### src/rtl/axis_packetizer.sv
// AXI-Stream packetizer: cuts an unframed stream into packets of pkt_length beats
// (or shorter on flush). Define AXIS_PACKETIZER_TUSER_SOF_EN to mark first beats on m_axis_tuser.
module axis_packetizer #(
    parameter int TDATA_WIDTH    = 32,
    parameter int MAX_PKT_LENGTH = 4096,
    localparam int LW            = $clog2(MAX_PKT_LENGTH) + 1
) (
    input  logic                   aclk,
    input  logic                   resetn,
    input  logic [LW-1:0]          pkt_length,
    input  logic                   flush,
    input  logic                   s_axis_tvalid,
    output logic                   s_axis_tready,
    input  logic [TDATA_WIDTH-1:0] s_axis_tdata,
    output logic                   m_axis_tvalid,
    input  logic                   m_axis_tready,
    output logic [TDATA_WIDTH-1:0] m_axis_tdata,
    output logic                   m_axis_tlast,
    output logic                   m_axis_tuser,
    output logic [LW-1:0]          beat_cnt,
    output logic [31:0]            pkt_cnt,
    output logic [0:0]             dbg_state
);

    // Handshakes: a beat moves on a port in a cycle where valid and ready are
    // both high at the rising edge; valid never waits on ready, and master
    // payload holds steady while valid is high and ready is low.

    localparam logic [0:0] ST_IDLE   = 1'b0;
    localparam logic [0:0] ST_IN_PKT = 1'b1;

    localparam int PW = TDATA_WIDTH + 2;
    localparam logic [LW-1:0] MAX_LEN = LW'(MAX_PKT_LENGTH);

    logic [0:0]    state;
    logic [LW-1:0] len_q;
    logic          flush_pend;
    logic [LW-1:0] len_in;
    logic [LW-1:0] cur_len;
    logic          in_last;
    logic          in_sof;
    logic          acc;
    logic          m_fire;

    logic          s_ready_q;
    logic          m_valid_q;
    logic [PW-1:0] m_pay_q;
    logic          sk_valid_q;
    logic          sk_valid_d;
    logic [PW-1:0] sk_pay_q;
    logic [PW-1:0] in_pay;

    assign acc    = s_axis_tvalid && s_ready_q;
    assign m_fire = m_valid_q && m_axis_tready;

    always_comb begin
        len_in = pkt_length;
        if (pkt_length == '0) begin
            len_in = LW'(1);
        end else if (pkt_length > MAX_LEN) begin
            len_in = MAX_LEN;
        end
    end

    // The first beat of a packet uses the live pkt_length; later beats use the latched copy.
    assign cur_len = (state == ST_IDLE) ? len_in : len_q;
    assign in_last = ((beat_cnt + LW'(1)) == cur_len) || flush || flush_pend;

`ifdef AXIS_PACKETIZER_TUSER_SOF_EN
    assign in_sof = (state == ST_IDLE);
`else
    assign in_sof = 1'b0;
`endif

    assign in_pay = {in_sof, in_last, s_axis_tdata};

    always_ff @(posedge aclk) begin
        if (!resetn) begin
            state      <= ST_IDLE;
            beat_cnt   <= '0;
            len_q      <= LW'(1);
            flush_pend <= 1'b0;
            pkt_cnt    <= '0;
        end else begin
            if (acc) begin
                flush_pend <= 1'b0;
                if (state == ST_IDLE) begin
                    len_q <= len_in;
                end
                if (in_last) begin
                    beat_cnt <= '0;
                    state    <= ST_IDLE;
                end else begin
                    beat_cnt <= beat_cnt + LW'(1);
                    state    <= ST_IN_PKT;
                end
            end else if (flush && (state == ST_IN_PKT)) begin
                flush_pend <= 1'b1;
            end
            if (m_fire && m_axis_tlast) begin
                pkt_cnt <= pkt_cnt + 32'd1;
            end
        end
    end

    // The skid entry only fills when the output register is stalled, so the
    // input can be accepted without looking at m_axis_tready this cycle.
    always_comb begin
        sk_valid_d = sk_valid_q;
        if (m_fire || !m_valid_q) begin
            sk_valid_d = 1'b0;
        end else if (acc) begin
            sk_valid_d = 1'b1;
        end
    end

    always_ff @(posedge aclk) begin
        if (!resetn) begin
            s_ready_q  <= 1'b0;
            m_valid_q  <= 1'b0;
            m_pay_q    <= '0;
            sk_valid_q <= 1'b0;
            sk_pay_q   <= '0;
        end else begin
            sk_valid_q <= sk_valid_d;
            s_ready_q  <= !sk_valid_d;
            if (m_fire || !m_valid_q) begin
                if (sk_valid_q) begin
                    m_valid_q <= 1'b1;
                    m_pay_q   <= sk_pay_q;
                end else if (acc) begin
                    m_valid_q <= 1'b1;
                    m_pay_q   <= in_pay;
                end else begin
                    m_valid_q <= 1'b0;
                end
            end else if (acc) begin
                sk_pay_q <= in_pay;
            end
        end
    end

    assign s_axis_tready = s_ready_q;
    assign m_axis_tvalid = m_valid_q;
    assign m_axis_tdata  = m_pay_q[TDATA_WIDTH-1:0];
    assign m_axis_tlast  = m_pay_q[PW-2];
    assign m_axis_tuser  = m_pay_q[PW-1];
    assign dbg_state     = state;

endmodule

### config.mk
export PLATFORM = sky130hd
export DESIGN_NAME = axis_packetizer
export DESIGN_NICKNAME = d
export VERILOG_FILES = /design/src/rtl/axis_packetizer.sv
export SDC_FILE = /design/constraint.sdc
export NUM_CORES = 1
export LEC_CHECK = 0
export ABC_AREA = 0
export CORE_UTILIZATION = 55
export DETAILED_ROUTE_END_ITERATION = 7
export HOLD_SLACK_MARGIN = 0.12
export PLACE_DENSITY = 0.88
export RECOVER_POWER = 50
export SLEW_MARGIN = 20
export SYNTH_ARGS = -nofsm -noshare
export SYNTH_HDL_FRONTEND = slang
export SYNTH_SLANG_ARGS = --single-unit
### constraint.sdc
create_clock -name aclk -period 5 [get_ports aclk]
set_input_delay 1 -clock aclk [delete_from_list [all_inputs] [get_ports aclk]]
set_output_delay 1 -clock aclk [all_outputs]
set_load 0.01 [all_outputs]
## Word level (Yosys, flattened, before mapping)

Cells that the tools add are included.

- Flip-flop bits (word level): 130
- Bits of input ports: 50
- Logic and storage cells: 41

- Add/sub/neg operators: 2
- Order comparisons: 1
- Equal/unequal tests: 1
- Multiplexer cells: 11
- Bitwise gates (word level): 2
- Reductions and logical operators: 14

Operators by type and width:

| kind | number |
|---|---|
| 34-bit 2-to-1 mux | 2 |
| 13-bit 2-to-1 mux | 4 |
| 32-bit by 1-bit adder with 32-bit output, second input constant | 1 |
| 13-bit by 1-bit adder with 13-bit output, second input constant | 1 |
| 13-bit equality test | 1 |
| 13-bit > comparator, second input constant | 1 |
| 13-bit zero test | 1 |
| 1-bit 2-to-1 mux | 5 |
| 1-bit logical AND | 4 |
| 2-bit AND reduction | 2 |
| 1-bit logical OR | 3 |
| 1-bit zero test | 2 |
| 1-bit NOT | 2 |
| 2-bit nonzero test | 1 |
| 2-bit OR reduction | 1 |

## Longest topological paths before layout

- Depth after elaboration: 9
- Depth in mapped cells: 12

## Worst setup path after synthesis

OpenSTA, ideal clock, no wires.

- Path type: input to register
- Start: input port pkt_length[12]
- End: register beat_cnt[10]
- Library setup time: 0.127 ns
- Arrival: 2.979 ns
- Data required time: 4.873 ns
- Setup slack: 1.894 ns
- Cell stages on the path: 9
- Cell sequence: or3b_1 > a211oi_2 > mux2i_1 > or4_1 > nor3_2 > a311oi_4 > buf_6 > o2111ai_2 > o41ai_2

- Word-level cells in the longest chain between the ends: 8
- Elaborated cells on any way between the ends: 9
- Those cells by class: 1 x order compare; 1 x eq/ne; 4 x mux; 3 x reduce/logical

Ends and longest elaborated chain:

| element | RTL line | text |
|---|---|---|
| start: declaration | 10 | `input logic [LW-1:0] pkt_length,` |
| 13-bit > comparator | 60 | `end else if (pkt_length > MAX_LEN) begin` |
| 13-bit 2-to-1 mux | 60 |  |
| 13-bit 2-to-1 mux (*) | 58 | `if (pkt_length == '0) begin` |
| 13-bit 2-to-1 mux (*) | - |  |
| 13-bit equality test (*) | 67 | `assign in_last = ((beat_cnt + LW'(1)) == cur_len) \|\| flush \|\| flush_pend;` |
| 1-bit logical OR (*) (2 in a row) | 67 |  |
| 13-bit 2-to-1 mux (*) | 90 | `if (in_last) begin` |
| end signal: assignment | 94 | `beat_cnt <= beat_cnt + LW'(1);` |
| end: declaration | 20 | `output logic [LW-1:0] beat_cnt,` |

Mark *: on every way between the ends. The rest lies on a longest branch, timed or not.
A chain may end at the register's enable or synchronous reset.

## Worst setup path in the final report

Same ends and word-level chain as after synthesis.

==> qor.csv <==
metric,value,unit
critPathKind,in2reg,
reg2reg_to,beat_cnt[10],
clk_pin_slew,0.06,ns
grt_max_degree,72,
avgSynthCellArea,8.66,um^2
ys.flop_type,dfxtp_1,
dpl-instance-area,0.00748,mm^2
clockPowerShare,49.5,%
cts_made_buffers,17,
cp-start-kind,input port,
ctsRootBufferMaster,clkbuf_8,
synth-edff-count,0,
cts.sinks,129,
yosys_register_bits,129,
startpoint,pkt_length[12],
report.final.hold_viol_count,0,
min-delay-start,sk_pay_q[2],
finalSetupTns,0,ns
power_frac_comb,8.4,%
first_global_vias,5236,
synthTopCellsByArea,"dfxtp_1 42%, nand2_1 9.0%, mux2i_1 5.8%, a21boi_0 5.2%, o211a_1 5.2%",
finalPower,0.00256,W
crit_required,5.42,ns
rsz0062_at_grt,no,
place_congestion,0.834,
drt_first_iter_violations,319,
dieArea,0.0117,mm^2
yosysUniqueCellTypes,57,
hp-class,reg2reg,
start_util,56.9,%
clockBufferDepth,2,
synthArstFlopShare,0,%
wire_per_inst,15.9,um
crit_arrival,4.36,ns
clk-insertion-delay-late,0.52,ns
grt_use_met2,45.9,%
max-slew-margin-rel,-2.10,%
grt_pass1_wl,24.6,mm
setup_viol,0,
min_to,sk_pay_q[2],
synth-seq-area-share,41.7,%
slew_viol_final,35,
cts_hold_buffers,0,
cts_tree,built,
gr-total-overflow,0,
fmax,0.254,GHz
synthCells,715,
grt_use_met1,31.5,%
grtUsageMet3,8.02,%
synth_nets,767,
synth_area,0.00619,mm^2
swShare,22.6,%
antenna_found_initial,0,
reg2reg_from,beat_cnt[0],
route.vias.total,5550,
io_buffer_count,130,
viasPerCell,5.72,
outcome,finished with violations,
min_path_cells,2,
rows,38,
fin_hold_ws,0.458,ns
r2r_cells,9,
p_seq_share,42.1,%
cellLeakagePower,3.23,nW
drc_errors,0,
h-tree-depth,4,
n_antenna_cell,0,
die_h,108,um
period_minus_slack,3.94,ns
post_cts_buffers,0,
ios,132,
drtPass1Iterations,5,
fp.dieW,108,um
powerDensity,316,mW/mm^2
worstSetupEndpointType,flip-flop,
r2r_setup_slack,1.76,ns
skew,0.0102,ns
synth_top_cell_area_share,41.7,%
ctsResizeCount,0,
core_region_area,0.0109,mm^2
crit_fanout,19,
dpl.cell_count,938,
fin_cells,970,
ir_worst_vdd,0.280,mV
worst_slew_pin_slew,1.53,ns
fin_nets,869,
grt_use_total,26.7,%
violations,"capacitance limit, slew limit",
drv_cap,1,
post-route-cell-area,0.00809,mm^2
p_int,0.00198,W
antenna_left,0,
hpwl,10.1,mm
fillers,807,
ys_warn_count,0,
area_delta_synth_final,30.6,%
p_sw,0.000579,W
final_layout_size_suffix_gt1_share,5.66,%
finalCritPeriodShare,78.9,%
grt_busiest_layer,met2,
yosysTopAreaCell,dfxtp_1,
routed_wl,15.4,mm
[cells in the final DEF, fill, tap and decap left out, drive strengths merged, types with 3 or more instances in the layout]
cell type	Yosys	final
a31oi	4	4
clkinv	0	4
nor4	6	6
bufinv	0	3
clkdlybuf4s50	0	67
a21boi	43	43
and4	4	4
nand2	148	148
or3b	3	3
buf	14	4
and2	30	30
nand4	8	8
xnor2	29	29
nand2b	4	4
a21oi	32	32
xor2	8	8
dlygate4sd3	0	62
o211a	32	32
nor3	9	9
nor2b	7	7
inv	5	5
nor2	13	13
nand3b	11	11
dfxtp	129	129
o21a	3	3
o21ai	18	18
or3	10	10
and3	13	13
nand3	23	23
clkbuf	37	24
nor3b	11	11
mux2i	36	36
[critical path, stage by stage]
cell,delay [ns]
clkdlybuf4s50_1,0.77
or3b_2,0.60
a211oi_1,0.33
xnor2_1,0.17
nor3b_1,0.08
o22a_1,0.21
a311oi_4,0.66
nand2_1,0.21
o41ai_2,0.32
[final cells by class]
cell class              count  area, um^2  share of cell area [%]
repair buffers            134        1330                    16.4
well taps                 140         175                    2.17
clock buffers              23         477                    5.90
clock inverters             9         129                    1.59
multi-input cells         530        3380                    41.8
flip-flops and latches    129        2580                    32.0
inverters                   5        18.8                   0.232
[sequential cells by signal, indices dropped and copies added (netlist names)]
register	count
len_q	13
flush_pend	1
pkt_cnt	32
s_axis_tready	1
m_pay_q	33
sk_valid_q	1
dbg_state	1
sk_pay_q	33
beat_cnt	13
m_axis_tvalid	1
[per-stage QoR]
| stage | util (%) | setup slack [ns] |
|---|---|---|
| floorplan | - | 1.89 |
| CTS | 74.2 | 1.16 |
| global placement | 68.7 | 0.839 |
| finish | 74.3 | 1.06 |
| global route | 74.3 | 0.887 |
| detailed placement | 68.7 | 0.639 |
[power groups by stage]
stage	clock, W	sequential (W)	combinational, W
3_3_place_gp	0	0.00110	0.000214
5_1_grt	0.00132	0.00108	0.000232
4_1_cts	0.00128	0.00108	0.000223
6_report	0.00127	0.00108	0.000215
3_5_place_dp	0	0.00110	0.000220
2_1_floorplan	0	0.00110	0.000110
[layer usage]
metal | vias up | part of all wire, %
met3 | 20 | 6.7
met2 | 193 | 50
met4 | 0 | 1.0
met5 | - | 0
met1 | 2648 | 42
li1 | 2689 | -
[kinds of logic (layout without fill, tap and decap cells)]
logic type | Yosys count | count (layout) | synth area share [%]
simple gates | 308 | 308 | 25.1
fa+ha+maj | 2 | 2 | 0.404
compound gates | 146 | 146 | 17.7
flops | 129 | 129 | 41.7
mux | 36 | 36 | 5.82
other cells | 1 | 1 | 0.0606
xor+xnor | 37 | 37 | 5.23
buf+inv | 56 | 171 | 3.98
[worst max path at each step]
stage | slack [ns] | to | cells after the start
5_1_grt | 0.89 | beat_cnt[10] | 9
4_1_cts | 1.16 | beat_cnt[10] | 9
2_1_floorplan | 1.89 | beat_cnt[10] | 9
3_5_place_dp | 0.64 | beat_cnt[10] | 9
3_3_place_gp | 0.84 | beat_cnt[10] | 9
6_report | 1.06 | beat_cnt[10] | 9
[cells in the mapped netlist (all sizes together), types with 2 or more instances]
cell     number
and4          4
buf          14
nand3b       11
nor4          6
xnor2        29
o21ai        18
ha            2
nand3        23
a21oi        32
and3         13
inv           5
nand4         8
o211a        32
a21boi       43
a311oi        2
a31oi         4
nor2b         7
dfxtp       129
nor3          9
and2         30
nor2         13
or3          10
or3b          3
or2           2
nand2b        4
mux2i        36
nor3b        11
o21a          3
nand2       148
a211oi        2
clkbuf       37
nor4bb        2
o2111ai       2
xor2          8
Note: power is estimated with default switching activity, not from simulation.
